$ cat src/rtl/ps_rr_arbiter.sv
// ps_rr_arbiter: packet-level round-robin arbiter feeding one PacketStream output.
// A grant is held until the eop word of the granted requester is accepted.
// The output side is a two-entry buffer made of the output register and a skid
// register. It keeps o_rdy off every i_rdy path and every input off the o_* outputs.

module ps_rr_arbiter #(
    parameter int WIDTH  = 8,
    parameter int INPUTS = 4,
    localparam int SELW  = $clog2(INPUTS)
) (
    input  logic                     reset_n,
    input  logic                     clk,
    input  logic [INPUTS*WIDTH-1:0]  i_dat,
    input  logic [INPUTS-1:0]        i_val,
    input  logic [INPUTS-1:0]        i_eop,
    output logic [INPUTS-1:0]        i_rdy,
    output logic [WIDTH-1:0]         o_dat,
    output logic                     o_val,
    output logic                     o_eop,
    input  logic                     o_rdy,
    output logic [SELW-1:0]          o_sel
);

    localparam logic [0:0]      ST_IDLE   = 1'b0;
    localparam logic [0:0]      ST_BUSY   = 1'b1;
    localparam logic [SELW-1:0] LAST_INIT = SELW'(INPUTS - 1);

    logic [0:0]        state_r;
    logic [SELW-1:0]   last_r;
    logic [SELW-1:0]   o_sel_r;
    logic [WIDTH-1:0]  o_dat_r;
    logic              o_val_r;
    logic              o_eop_r;
    logic [WIDTH-1:0]  skid_dat_r;
    logic              skid_eop_r;
    logic              skid_val_r;

    logic              grant_val_s;
    logic [SELW-1:0]   grant_idx_s;
    logic [WIDTH-1:0]  mux_dat_s;
    logic              mux_eop_s;
    logic              mux_val_s;
    logic              accept_s;
    logic              o_load_s;
    logic [INPUTS-1:0] i_rdy_s;

    // Requester index 'offs' positions after 'base', wrapping at INPUTS.
    function automatic logic [SELW-1:0] rr_index(input logic [SELW-1:0] base, input int offs);
        return SELW'((int'(base) + offs) % INPUTS);
    endfunction

    // Round-robin search: walk from the farthest candidate back to last+1 so the
    // nearest requesting index after the previous grant overwrites the others.
    always_comb begin
        grant_val_s = |i_val;
        grant_idx_s = {SELW{1'b0}};
        for (int i = INPUTS; i >= 1; i--) begin
            grant_idx_s = i_val[rr_index(last_r, i)] ? rr_index(last_r, i) : grant_idx_s;
        end
    end

    // AND-OR word mux on the granted requester and per-requester ready.
    // Ready depends only on registers, so o_rdy never reaches i_rdy.
    always_comb begin
        mux_dat_s = {WIDTH{1'b0}};
        mux_eop_s = 1'b0;
        mux_val_s = 1'b0;
        i_rdy_s   = {INPUTS{1'b0}};
        for (int k = 0; k < INPUTS; k++) begin
            mux_dat_s  = mux_dat_s | (i_dat[k*WIDTH +: WIDTH] & {WIDTH{o_sel_r == SELW'(k)}});
            mux_eop_s  = mux_eop_s | (i_eop[k] & (o_sel_r == SELW'(k)));
            mux_val_s  = mux_val_s | (i_val[k] & (o_sel_r == SELW'(k)));
            i_rdy_s[k] = (state_r == ST_BUSY) & (o_sel_r == SELW'(k)) & ~skid_val_r;
        end
    end

    // A word is accepted only in BUSY while the skid slot is free.
    // The output register may reload when it is empty or is being drained.
    always_comb begin
        accept_s = (state_r == ST_BUSY) & mux_val_s & ~skid_val_r;
        o_load_s = ~o_val_r | o_rdy;
    end

    // Grant FSM: take a grant in IDLE, and hold it until the eop word is accepted.
    always_ff @(posedge clk or negedge reset_n) begin
        if (!reset_n) begin
            state_r <= ST_IDLE;
            last_r  <= LAST_INIT;
            o_sel_r <= {SELW{1'b0}};
        end else begin
            case (state_r)
                ST_IDLE: begin
                    if (grant_val_s) begin
                        state_r <= ST_BUSY;
                        last_r  <= grant_idx_s;
                        o_sel_r <= grant_idx_s;
                    end else begin
                        state_r <= ST_IDLE;
                    end
                end
                ST_BUSY: begin
                    if (accept_s && mux_eop_s) begin
                        state_r <= ST_IDLE;
                    end else begin
                        state_r <= ST_BUSY;
                    end
                end
                default: begin
                    state_r <= ST_IDLE;
                end
            endcase
        end
    end

    // Output register plus skid slot. The buffer drains regardless of FSM state,
    // and the skid slot catches a word accepted while the output is stalled.
    always_ff @(posedge clk or negedge reset_n) begin
        if (!reset_n) begin
            o_val_r    <= 1'b0;
            o_dat_r    <= {WIDTH{1'b0}};
            o_eop_r    <= 1'b0;
            skid_val_r <= 1'b0;
            skid_dat_r <= {WIDTH{1'b0}};
            skid_eop_r <= 1'b0;
        end else if (o_load_s) begin
            o_val_r    <= skid_val_r | accept_s;
            skid_val_r <= 1'b0;
            if (skid_val_r) begin
                o_dat_r <= skid_dat_r;
                o_eop_r <= skid_eop_r;
            end else if (accept_s) begin
                o_dat_r <= mux_dat_s;
                o_eop_r <= mux_eop_s;
            end else begin
                o_dat_r <= o_dat_r;
                o_eop_r <= o_eop_r;
            end
        end else if (accept_s) begin
            skid_val_r <= 1'b1;
            skid_dat_r <= mux_dat_s;
            skid_eop_r <= mux_eop_s;
        end else begin
            skid_val_r <= skid_val_r;
        end
    end

    assign i_rdy = i_rdy_s;
    assign o_dat = o_dat_r;
    assign o_val = o_val_r;
    assign o_eop = o_eop_r;
    assign o_sel = o_sel_r;

endmodule

$ cat config.mk
export PLATFORM = sky130hd
export DESIGN_NAME = ps_rr_arbiter
export DESIGN_NICKNAME = d
export VERILOG_FILES = /design/src/rtl/ps_rr_arbiter.sv
export SDC_FILE = /design/constraint.sdc
export NUM_CORES = 1
export LEC_CHECK = 0
export CAP_MARGIN = 10
export CORE_ASPECT_RATIO = 0.75
export CORE_MARGIN = 3
export CORE_UTILIZATION = 39
export DETAILED_ROUTE_END_ITERATION = 16
export GPL_TIMING_DRIVEN = 0
export PLACE_DENSITY = 0.76
export SYNTH_ARGS = -nofsm -noshare
export SYNTH_HDL_FRONTEND = slang
export SYNTH_SLANG_ARGS = --single-unit
$ cat constraint.sdc
create_clock -name clk -period 1.7 [get_ports clk]
set_clock_uncertainty 0.1 [all_clocks]
set_input_delay 0.17 -clock clk [delete_from_list [all_inputs] [get_ports clk]]
set_output_delay 0.17 -clock clk [all_outputs]
set_load 0.03 [all_outputs]
Word level (Yosys, flattened, before mapping)

Cells that the tools add are included.

Word-level logic and storage cells: 86
Output and inout bits: 16
Bits of input ports: 43
Register bits: 25

Magnitude comparators: 4
Bitwise logic cells: 37
Multiplexer cells: 21
Reductions and logical operators: 8
Add/subtract/negate cells: 4
Eq/ne operators: 3

Operator list:

| cell                                               | number |
|---|---|
| bitwise AND 8 bit                                  | 4 |
| bitwise OR 8 bit                                   | 3 |
| bitwise AND 1 bit                                  | 18 |
| 2-to-1 mux 8 bit                                   | 2 |
| < comparator 2 x 3 -> 1 bit, second input constant | 4 |
| 2-to-1 mux 1 bit                                   | 10 |
| binary-select mux 1 bit (select 2 bit)             | 4 |
| 2-to-1 mux 2 bit                                   | 4 |
| bitwise OR 1 bit                                   | 8 |
| AND reduction 2 bit                                | 3 |
| adder 2 x 1 -> 2 bit, second input constant        | 2 |
| adder 2 bit, second input constant                 | 2 |
| == test 2 bit, second input constant               | 2 |
| inverter 1 bit                                     | 4 |
| nonzero test 2 bit                                 | 2 |
| OR reduction 4 bit                                 | 1 |
| == test 2 x 1 -> 1 bit, second input constant      | 1 |
| logical NOT 2 bit                                  | 1 |
| case mux 1 bit (2 select lines)                    | 1 |
| logical AND 1 bit                                  | 1 |

Depth between registers and ports, before layout

Gate-level depths: netlist of run 1.

Word-level depth: 10
Gate-level depth with buffers: 6
Mapped depth without buffers: 4

Least setup slack after synthesis of run 1

No wires, ideal clock.

Path type: reg2reg
Start: register o_sel_r[0] (netlist: o_sel[0])
End: register skid_eop_r
Data required time: 1,475 ps
Library setup time: 125 ps
Buffers on the path: 1
Period minus slack after synthesis: 1,984 ps
Setup slack: -284 ps
Arrival: 1,759 ps
Cell stages (with the launch flop): 5
Cell sequence: dfrtp_1 buf_4 mux4_2 nand3_1 mux2_2

Longest elaborated chain between the ends: 8
Elaborated cells between the ends (all ways): 21
Classes of those cells: eq/ne: 3; bitwise: 16; reduce/logical: 2

RTL lines:

| what                                                        | RTL line | text |
|---|---|---|
| start, declared                                             | 30       | `logic [SELW-1:0] o_sel_r;` |
| start signal, assigned                                      | 89       | `o_sel_r <= {SELW{1'b0}};` |
| start signal, assigned                                      | 96       | `o_sel_r <= grant_idx_s;` |
| == test 2 x 1 -> 1 bit or logical NOT 2 bit (tied branches) | 71, 72   |  |
| bitwise AND 1 bit                                           | 72       | `mux_val_s = mux_val_s \| (i_val[k] & (o_sel_r == SELW'(k)));` |
| bitwise OR 1 bit (3 in a row)                               | 72       |  |
| bitwise AND 1 bit (2 in a row)                              | 80       | `accept_s = (state_r == ST_BUSY) & mux_val_s & ~skid_val_r;` |
| AND reduction 2 bit (no source line)                        | --       |  |
| end signal, assigned                                        | 141      | `skid_eop_r <= mux_eop_s;` |
| end, declared                                               | 35       | `logic skid_eop_r;` |

Parallel ways exist; a longest one is shown, timed or not.
A chain may end at the register's enable or synchronous reset.

Worst setup path in the final report of run 1

Start: register o_sel_r[0] (netlist: o_sel[0])
End: register o_dat_r[2] (netlist: o_dat[2])

Longest elaborated chain between the ends: 9
Elaborated cells between the ends (all ways): 24
Classes of those cells: eq/ne: 3; mux: 2; bitwise: 16; reduce/logical: 3

RTL lines:

| what                                                        | RTL line | text |
|---|---|---|
| == test 2 x 1 -> 1 bit or logical NOT 2 bit (tied branches) | 70, 72   |  |
| bitwise AND 1 bit                                           | 72       |  |
| bitwise OR 1 bit (3 in a row)                               | 72       |  |
| bitwise AND 1 bit (2 in a row)                              | 80       |  |
| nonzero test 2 bit (no source line)                         | --       |  |
| AND reduction 2 bit (no source line)                        | --       |  |
| end signal, assigned                                        | 120      | `o_dat_r <= {WIDTH{1'b0}};` |
| end signal, assigned                                        | 129      | `o_dat_r <= skid_dat_r;` |
| end signal, assigned                                        | 132      | `o_dat_r <= mux_dat_s;` |
| end, declared                                               | 31       | `logic [WIDTH-1:0] o_dat_r;` |

Parallel ways exist; a longest one is shown, timed or not. The select of a mux whose other input is x is not followed.

==> results of run 1 <==
[what timing repair did]
action                                  in CTS  in global routing
endpoints found under the setup margin      21                 22
setup buffers                                1                  5
gates cloned                                 1                  0
gates resized for setup                     28                 26
pin swaps                                    2                  1
[final cells by class]
| type | instances | area [sq um] |
|---|---|---|
| plain buffers | 10 | 82.58 |
| flip-flops and latches | 25 | 633.1 |
| fillers | 279 | 1102 |
| inverters | 3 | 12.51 |
| multi-input cells | 126 | 884.6 |
| clock inverters | 1 | 7.507 |
| clock buffers | 3 | 41.29 |
| well taps | 50 | 62.56 |
| repair buffers | 66 | 641.9 |
[state kept, by name (all words and copies together), names as in the netlist]
name	cells
skid_val_r	1
state_r	1
last_r	2
o_eop	1
o_val	1
o_dat	8
skid_eop_r	1
skid_dat_r	8
o_sel	2
[per-stage QoR]
step	setup WS (ps)	util (%)	setup TNS, ps	instance area [sq um]	hold WS [ps]
after floorplan	-107.2	-	-1117	1519	-225.6
after global placement	-368.6	62.34	-5753	2162	363.7
after detailed placement	-367.0	62.34	-6566	2162	372.4
after CTS	-104.6	65.33	-1048	2266	392.6
after global routing	-88.66	68.22	-679.8	2366	25.23
final	-36.19	68.22	-221.4	2366	6.355
[cells by family (layout without fill, tap and decap cells)]
logic type	Yosys count	after routing	share of synthesized area, %
AOI/OAI and AO/OA	56	56	22.26
and+or+nand+nor	49	49	14.81
DFF	25	25	42.01
muxes	21	21	15.82
buffers and inverters	15	83	5.104
[final timing paths]
| path | start | endpoint | slack, ps | depth (start not counted) |
|---|---|---|---|---|
| max | o_sel[0] | o_dat[2] | -40 | 5 |
| max reg2reg | o_sel[0] | o_dat[2] | -40 | 5 |
| max in group asynchronous | reset_n | last_r[0] | 1000 | 2 |
| min in group clk | skid_dat_r[6] | skid_dat_r[6] | 390 | 2 |
| min reg2reg | skid_dat_r[6] | skid_dat_r[6] | 390 | 2 |
| min | reset_n | o_sel[1] | 6 | 1 |
[per-layer routing]
metal | vias to the layer above | track usage, % | share of wire [%]
li1 | 731 | - | -
met1 | 720 | 27.01 | 47
met2 | 79 | 24.85 | 41
met3 | 6 | 3.647 | 9.7
met4 | 0 | 5.076 | 1.3
met5 | - | 0 | 0
[placed cells by master (no fill, tap or decap), drive strengths merged]
cell type	n
a221oi	1
nand3	1
clkinv	1
mux2	11
mux2i	9
nor3b	1
buf	17
o31ai	8
o211ai	1
nand2	21
clkbuf	8
nor4	1
or2	2
a22oi	1
o22ai	9
nor2b	5
dfrtp	23
a41oi	1
mux4	1
o21a	2
nor2	14
inv	2
a21oi	3
and3	1
clkdlybuf4s50	54
clkinvlp	1
dfstp	2
o21ai	30
and3b	1
nand2b	2
[power breakdown]
part | internal (mW) | leakage [nW] | switching (mW) | total [mW]
Clock | 0.166 | 0.0217 | 0.204 | 0.371
Sequential | 0.911 | 0.296 | 0.188 | 1.10
Combinational | 1.29 | 0.670 | 1.55 | 2.85
Total | 2.37 | 0.987 | 1.95 | 4.32
==> results.py, run 1 <==
metrics = {
    "status": {
        "status": "finished, violations left",
        "failed_checks": "negative setup slack",
    },
    "power_and_ir_drop": {
        "total_power_mw": 4.317,
        "p_leak_nw": 0.9873,
        "p_per_area_mw_per_mm2": 1824,
        "ir_drop_v": 0.0008078,
    },
    "logic_synthesis": {
        "seq_area_frac_synth_pct": 42.01,
        "synth_top_flop_cell": "dfrtp_1",
        "netlist_area_sq_mm": 0.001495,
        "post-synth-top-count-cell": "o21ai_0",
        "synth_area_leaders": "dfrtp_1 38%, o21ai_0 9.7%, mux2_2 8.3%",
        "synth_edf_count": 0,
        "yosys.area.top_type": "dfrtp_1",
        "synth_seq_cells": 25,
        "yosysTopAreaCellShare_pct": 38.49,
        "ys_warn_count": 0,
        "syn_nets": 209,
        "synth_area_per_cell_sq_um": 9.007,
        "syn-instance-count": 166,
        "synthTopCellsByCount": "29 x o21ai_0, 23 x dfrtp_1, 21 x nand2_1",
        "ys_types": 33,
        "async_flop_share_pct": 100.0,
    },
    "routing": {
        "wl_per_cell_um": 14.58,
        "ant_nets": 0,
        "vias": 1536,
        "drtIter0Drc": 89,
        "viasPerCell": 5.408,
        "drc": 0,
        "wirelength_mm": 4.140,
        "drtPass1Iterations": 4,
    },
    "sta": {
        "fin_crit_ps": 1736,
        "relSlewSlack_pct": 73.59,
        "max_freq_mhz": 576.0,
        "rsz0062_at_grt": "true",
        "finalHoldViolations": 0,
        "finalCritPeriodShare_pct": 102.1,
        "slew_violations": 0,
        "setup-violations-final": 9,
        "tightest_slew_ps": 392.5,
        "setup_slack_ps": -36.19,
    },
    "global_route": {
        "grt_overflow_total": 0,
        "grt_pass1_vias": 1346,
        "antenna_found_initial": 0,
        "grt_usage_pct": 17.64,
        "grt_max_degree": 26,
        "grt_pass1_wl_mm": 6.375,
    },
    "critical_path": {
        "arrival_ps": 1820,
        "cp_slowest_cell": "mux4_2",
        "crit_fanout": 10,
        "crit_chain": "mux4_2, a21oi_4, buf_6, o21ai_0, o31ai_2",
        "path_delay_family": "multiplexers",
        "cp.required_ps": 1790,
        "critPathBufInv": 1,
        "crit_path_max_incr_delay_ps": 590,
        "crit_path_end_kind": "flop",
        "start_kind": "flop",
        "critical_path_class": "flop to flop",
    },
    "clocking": {
        "numCtsBuffers": 3,
        "cts_tree": "built",
        "cts-root-buf": "clkbuf_8",
        "hold_buffers": 0,
        "cts_htree_levels": 1,
        "path_clk_slew_ps": 90,
        "clk_latency_ps": 270,
        "cts_sinks": 25,
        "clk_path_buf_depth": 2,
    },
    "floorplan": {
        "die_h_um": 59.62,
        "io_pins": 59,
        "die_area_sq_mm": 0.004620,
        "core_sq_mm": 0.003468,
        "start_util_pct": 43.11,
        "fp-row-count": 18,
        "die_w_um": 77.50,
    },
    "placed_design": {
        "hpwl_mm": 2.998,
        "globalplace.congestion": 0.8104,
        "dp_cells": 274,
        "io_buffers": 58,
    },
    "layout": {
        "final_nets": 278,
        "drive_gt1_share_pct": 26.07,
        "antennaDiodeCount": 0,
        "stdcell_count": 284,
        "syn_to_final_growth_pct": 58.24,
    },
    "run": {
        "cap_violations": 0,
    },
    "hold_path": {
        "hp-class": "primary input to async pin",
    },
}
No activity file was read; power rests on OpenSTA's default activity.
==> inputs of run 2 (changes only) <==
--- a/config.mk
+++ b/config.mk
@@ -5,13 +5,14 @@
 export SDC_FILE = /design/constraint.sdc
 export NUM_CORES = 1
 export LEC_CHECK = 0
+export ABC_AREA = 1
 export CAP_MARGIN = 10
 export CORE_ASPECT_RATIO = 0.75
 export CORE_MARGIN = 3
-export CORE_UTILIZATION = 39
+export CORE_UTILIZATION = 48
 export DETAILED_ROUTE_END_ITERATION = 16
 export GPL_TIMING_DRIVEN = 0
-export PLACE_DENSITY = 0.76
+export PLACE_DENSITY = 0.86
 export SYNTH_ARGS = -nofsm -noshare
 export SYNTH_HDL_FRONTEND = slang
 export SYNTH_SLANG_ARGS = --single-unit
==> constraint.sdc (replaced) <==
create_clock -name clk -period 2.16 [get_ports clk]
set_clock_uncertainty 0.1 [all_clocks]
set_input_delay 0.216 -clock clk [delete_from_list [all_inputs] [get_ports clk]]
set_output_delay 0.216 -clock clk [all_outputs]
set_load 0.03 [all_outputs]
==> run 2 against run 1 <==
  * The flow now finishes without violations
  * Synthesized cell count is 48% higher
  * Sequential power shrank 24%
  * Clock-buffer cell count rose by 1
  * Register-to-register slack better by 350 ps
  * Critical endpoint is now i_rdy[0]
==> results.py, run 2 <==
metrics = {
    "status": {
        "status": "finished, final reports clean",
    },
    "sta": {
        "finalCritPeriodShare_pct": 87.77,
        "tightest_slew_ps": 1088,
        "finalHoldViolations": 0,
        "rsz0062_at_grt": "false",
        "relSlewSlack_pct": 27.26,
        "slew_violations": 0,
        "tns_ps": 0,
        "setup-violations-final": 0,
        "timing.hold.ws_ps": 374.8,
        "max_freq_mhz": 527.5,
        "fin_crit_ps": 1896,
        "setup_slack_ps": 264.2,
    },
    "routing": {
        "ant_nets": 0,
        "wl_met1_mm": 1.942,
        "highest_layer": "met4",
        "wl_met2_mm": 1.858,
        "drtIter0Drc": 89,
        "wirelength_mm": 4.135,
        "drc": 0,
        "drtPass1Iterations": 4,
        "wl_per_cell_um": 11.99,
        "vias": 1727,
        "viasPerCell": 5.006,
        "dr_wl_met3_um": 303,
    },
    "run": {
        "cap_violations": 0,
    },
    "global_route": {
        "grt_usage_pct": 21.01,
        "grt_overflow_total": 0,
        "grt_pass1_wl_mm": 6.699,
        "antenna_found_initial": 0,
        "grt_pass1_vias": 1512,
        "grt_max_degree": 26,
    },
    "hold_path": {
        "hp-class": "flop to flop",
    },
    "power_and_ir_drop": {
        "ir_drop_v": 0.0006534,
        "p_leak_nw": 1.200,
        "total_power_mw": 3.230,
        "p_per_area_mw_per_mm2": 1431,
    },
    "floorplan": {
        "die_w_um": 72.20,
        "die_h_um": 55.65,
        "fp-row-count": 17,
        "io_pins": 59,
        "core_sq_mm": 0.003042,
        "start_util_pct": 51.87,
        "die_area_sq_mm": 0.004018,
    },
    "critical_path": {
        "cp-startpoint": "skid_val_r",
        "cp.required_ps": 1840,
        "critical_path_class": "flop to output pin",
        "start_kind": "flop",
        "r2r-start": "o_sel[0]",
        "crit_end": "i_rdy[0]",
        "r2r_cells": 8,
        "crit_path_end_kind": "output pin",
        "crit_fanout": 6,
        "arrival_ps": 1580,
        "regToRegEndpoint": "o_eop",
        "rrSetupSlack_ps": 310,
    },
    "logic_synthesis": {
        "post-synth-top-count-cell": "nand2_1",
        "synthTopCellsByCount": "137 x nand2_1, 23 x dfrtp_1, 17 x nand3_1",
        "ys_types": 18,
        "synth_top_flop_cell": "dfrtp_1",
        "async_flop_share_pct": 100.0,
        "seq_area_frac_synth_pct": 39.81,
        "syn_nets": 288,
        "synth_edf_count": 0,
        "netlist_area_sq_mm": 0.001578,
        "ys_warn_count": 0,
        "synth_seq_cells": 25,
        "synth_area_leaders": "dfrtp_1 36%, nand2_1 33%, nand3_1 5.4%",
        "yosys.area.top_type": "dfrtp_1",
        "yosysTopAreaCellShare_pct": 36.48,
        "syn-instance-count": 245,
        "synth_area_per_cell_sq_um": 6.440,
    },
    "layout": {
        "stdcell_count": 345,
        "final_common_cell": "nand2_1",
        "antennaDiodeCount": 0,
        "final_cell_mix": "137 x nand2_1, 54 x clkdlybuf4s50_1, 23 x dfrtp_1",
        "fin_util_pct": 74.21,
        "syn_to_final_growth_pct": 43.06,
        "fillers": 260,
        "final_cell_area_sq_mm": 0.002257,
        "drive_gt1_share_pct": 9.446,
        "final_nets": 351,
    },
    "placed_design": {
        "dp_cells": 341,
        "place_ws_ps": 270.0,
        "globalplace.congestion": 0.8870,
        "hpwl_mm": 3.333,
        "placed_area_sq_mm": 0.002206,
        "io_buffers": 58,
    },
    "clocking": {
        "hold_buffers": 0,
        "cts_htree_levels": 1,
        "clk_latency_ps": 260,
        "cts_sinks": 25,
        "cts_tree": "built",
        "cts-root-buf": "clkbuf_8",
        "clk_path_buf_depth": 2,
        "path_clk_slew_ps": 80,
        "numCtsBuffers": 3,
    },
}
-- run 2: how the worst min path moves through the flow --
stage,endpoint,slack (ps),cells past startpoint,start
after global placement,o_dat[3],360,2,o_dat[3]
after floorplan,o_dat[0],-180,0,reset_n
after CTS,o_dat[3],380,2,o_dat[3]
after global routing,skid_dat_r[3],400,2,skid_dat_r[3]
after detailed placement,o_dat[3],360,2,o_dat[3]
final,o_dat[3],370,2,o_dat[3]
-- run 2: power breakdown --
part	switching, mW	internal, mW	total, mW
Combinational	1.36	0.763	2.12
Clock	0.135	0.132	0.266
Sequential	0.143	0.697	0.840
-- run 2: area by class of cell --
| type | count | area, sq um | share of cell area [%] |
|---|---|---|---|
| inverter | 18 | 67.56 | 2.993 |
| tap | 38 | 47.55 | 2.106 |
| buffer | 5 | 36.28 | 1.608 |
| sequential | 25 | 628.1 | 27.83 |
| multi-input combinational | 197 | 845.8 | 37.47 |
| clock buffer | 4 | 45.04 | 1.996 |
| timing repair buffer | 58 | 586.8 | 26.00 |
-- run 2: logic make-up (layout without fill, tap and decap cells) --
kind of cell    after synthesis  count (layout)  share of synthesized area (%)
simple gates                181             181                          47.10
compound gates               16              16                          6.503
flops                        25              25                          39.81
buf+inv                      23              85                          6.582
-- run 2: what timing repair did --
action	in CTS	in global routing
endpoints found under the setup margin	1	3
setup buffers	0	0
gates resized for setup	1	3
-- run 2: routing by layer --
layer	global-route usage, %	vias up
met4	4.558	0
met1	28.78	775
met5	0	-
met2	33.85	60
met3	4.693	4
li1	-	888
-- run 2: critical path, cell delays in order, from the launching register on --
cell           delay (ps)
dfrtp_1               450
inv_2                 140
nand2_1               150
nor3_1                150
dlygate4sd2_1         420
==> inputs of run 3 (changes only) <==
--- a/config.mk
+++ b/config.mk
@@ -9,10 +9,11 @@
 export CAP_MARGIN = 10
 export CORE_ASPECT_RATIO = 0.75
 export CORE_MARGIN = 3
-export CORE_UTILIZATION = 48
+export CORE_UTILIZATION = 46
+export CTS_BUF_LIST = sky130_fd_sc_hd__clkbuf_2
 export DETAILED_ROUTE_END_ITERATION = 16
 export GPL_TIMING_DRIVEN = 0
-export PLACE_DENSITY = 0.86
+export PLACE_DENSITY = 0.83
 export SYNTH_ARGS = -nofsm -noshare
 export SYNTH_HDL_FRONTEND = slang
 export SYNTH_SLANG_ARGS = --single-unit
==> constraint.sdc (replaced) <==
create_clock -name clk -period 1.8 [get_ports clk]
set_clock_uncertainty 0.1 [all_clocks]
set_input_delay 0.36 -clock clk [delete_from_list [all_inputs] [get_ports clk]]
set_output_delay 0.36 -clock clk [all_outputs]
set_load 0.03 [all_outputs]
==> run 3 against run 2 <==
  * Worst setup slack worse by 220 ps
  * Largest power group unchanged
  * Hold slack lost 230 ps
  * Clock-buffer cell count shrank 1
  * Wire length grew 6.7%
  * Global-route usage grew 0.32 points
  * Via count grew 1.6%
  * Critical path type unchanged
  * Clock power is 18% lower
  * Final cell count rose by 0.87%
  * Sequential power increased by 26%
==> results.py, run 3 (synthesis results as in run 2) <==
metrics = {
    "status": {
        "status": "finished, final reports clean",
    },
    "sta": {
        "finalCritPeriodShare_pct": 97.56,
        "setup_slack_ps": 43.89,
        "rsz0062_at_grt": "true",
        "tns_ps": 0,
        "max_freq_mhz": 569.4,
        "finalHoldViolations": 0,
        "slew_violations": 0,
        "fin_crit_ps": 1756,
        "setup-violations-final": 0,
        "relSlewSlack_pct": 74.23,
        "tightest_slew_ps": 386.5,
    },
    "power_and_ir_drop": {
        "ir_drop_v": 0.001253,
        "p_leak_nw": 1.198,
        "p_per_area_mw_per_mm2": 1669,
        "total_power_mw": 3.819,
    },
    "routing": {
        "ant_nets": 0,
        "vias": 1754,
        "viasPerCell": 5.040,
        "drc": 0,
        "highest_layer": "met4",
        "wl_met2_mm": 2.008,
        "wl_met1_mm": 2.015,
        "dr_wl_met3_um": 365,
        "wirelength_mm": 4.414,
        "drtIter0Drc": 79,
        "drtPass1Iterations": 4,
        "wl_per_cell_um": 12.68,
    },
    "critical_path": {
        "r2r_cells": 10,
        "start_kind": "flop",
        "crit_chain": "inv_2, nand2_2, nor2_2, buf_6",
        "arrival_ps": 1300,
        "crit_fanout": 7,
        "r2r-start": "o_sel[1]",
        "cp-startpoint": "o_sel[0]",
        "rrSetupSlack_ps": 70,
        "critical_path_class": "flop to output pin",
        "crit_path_max_incr_delay_ps": 520,
        "cp.required_ps": 1340,
        "cp_slowest_cell": "dfrtp_2",
        "crit_path_end_kind": "output pin",
        "regToRegEndpoint": "o_dat[6]",
    },
    "layout": {
        "final_cell_mix": "135 x nand2_1, 42 x clkdlybuf4s50_1, 20 x dfrtp_1",
        "drive_gt1_share_pct": 15.48,
        "final_common_cell": "nand2_1",
        "final_nets": 354,
        "syn_to_final_growth_pct": 45.04,
        "fillers": 280,
        "antennaDiodeCount": 0,
    },
    "floorplan": {
        "fp-row-count": 17,
        "die_area_sq_mm": 0.004176,
        "die_w_um": 73.63,
        "core_sq_mm": 0.003105,
        "io_pins": 59,
        "die_h_um": 56.72,
        "start_util_pct": 50.81,
    },
    "clocking": {
        "numCtsBuffers": 3,
        "clk_latency_ps": 340,
        "path_clk_slew_ps": 240,
        "cts_htree_levels": 1,
        "hold_buffers": 0,
        "cts_tree": "built",
        "cts_sinks": 25,
        "cts-root-buf": "clkbuf_2",
        "clk_path_buf_depth": 2,
    },
    "global_route": {
        "grt_max_degree": 26,
        "grt_pass1_vias": 1599,
        "grt_pass1_wl_mm": 7.120,
        "grt_overflow_total": 0,
        "antenna_found_initial": 0,
        "grt_usage_pct": 21.33,
    },
    "run": {
        "cap_violations": 0,
    },
    "placed_design": {
        "hpwl_mm": 3.465,
        "io_buffers": 58,
        "place_ws_ps": -268.3,
        "globalplace.congestion": 0.8319,
    },
    "hold_path": {
        "hp-class": "primary input to async pin",
    },
}
[run 3: worst max-delay path by stage]
stage and to:
2_1_floorplan i_rdy[0], 3_3_place_gp i_rdy[0], 3_5_place_dp i_rdy[0], 4_1_cts i_rdy[0], 5_1_grt i_rdy[2], 6_report i_rdy[2]
[run 3: where the power goes]
group	total (mW)	internal [mW]	switching, mW
Sequential	1.06	0.841	0.218
Clock	0.217	0.0504	0.166
Combinational	2.54	0.899	1.64
[run 3: cell type report]
cell class              instances  area, sq um  share of cell area [%]
plain buffers                   4        31.28                   1.367
clock buffers                   3        15.01                  0.6561
clock inverters                 1        5.005                  0.2187
multi-input cells             197        870.8                   38.05
well taps                      38        47.55                   2.078
repair buffers                 62        614.3                   26.85
inverters                      18        72.57                   3.171
flip-flops and latches         25        631.9                   27.61
[run 3: timing repair]
action,CTS,global route
setup buffers,1,2
pin swaps,0,1
gates resized for setup,39,16
setup endpoints to repair,22,31
[run 3: per-layer routing]
| metal | global-route usage, % | vias to the layer above |
|---|---|---|
| li1 | - | 894 |
| met1 | 29.92 | 788 |
| met2 | 34.34 | 70 |
| met3 | 4.830 | 2 |
| met4 | 2.326 | 0 |
| met5 | 0 | - |
[run 3: stage by stage]
stage	util [%]	instance area [sq um]	instances	hold WS [ps]
6_report	73.69	2288	348	142.6
3_5_place_dp	71.03	2206	341	360.0
3_3_place_gp	71.03	2206	341	355.6
2_1_floorplan	-	1578	245	-35.59
4_1_cts	71.23	2212	346	402.8
5_1_grt	73.69	2288	348	117.8
[run 3: worst max-delay path, delay by kind of cell (launching register included)]
kind,cells,cell delay (ps)
flops,1,520
simple gates,2,210
buf+inv,2,220
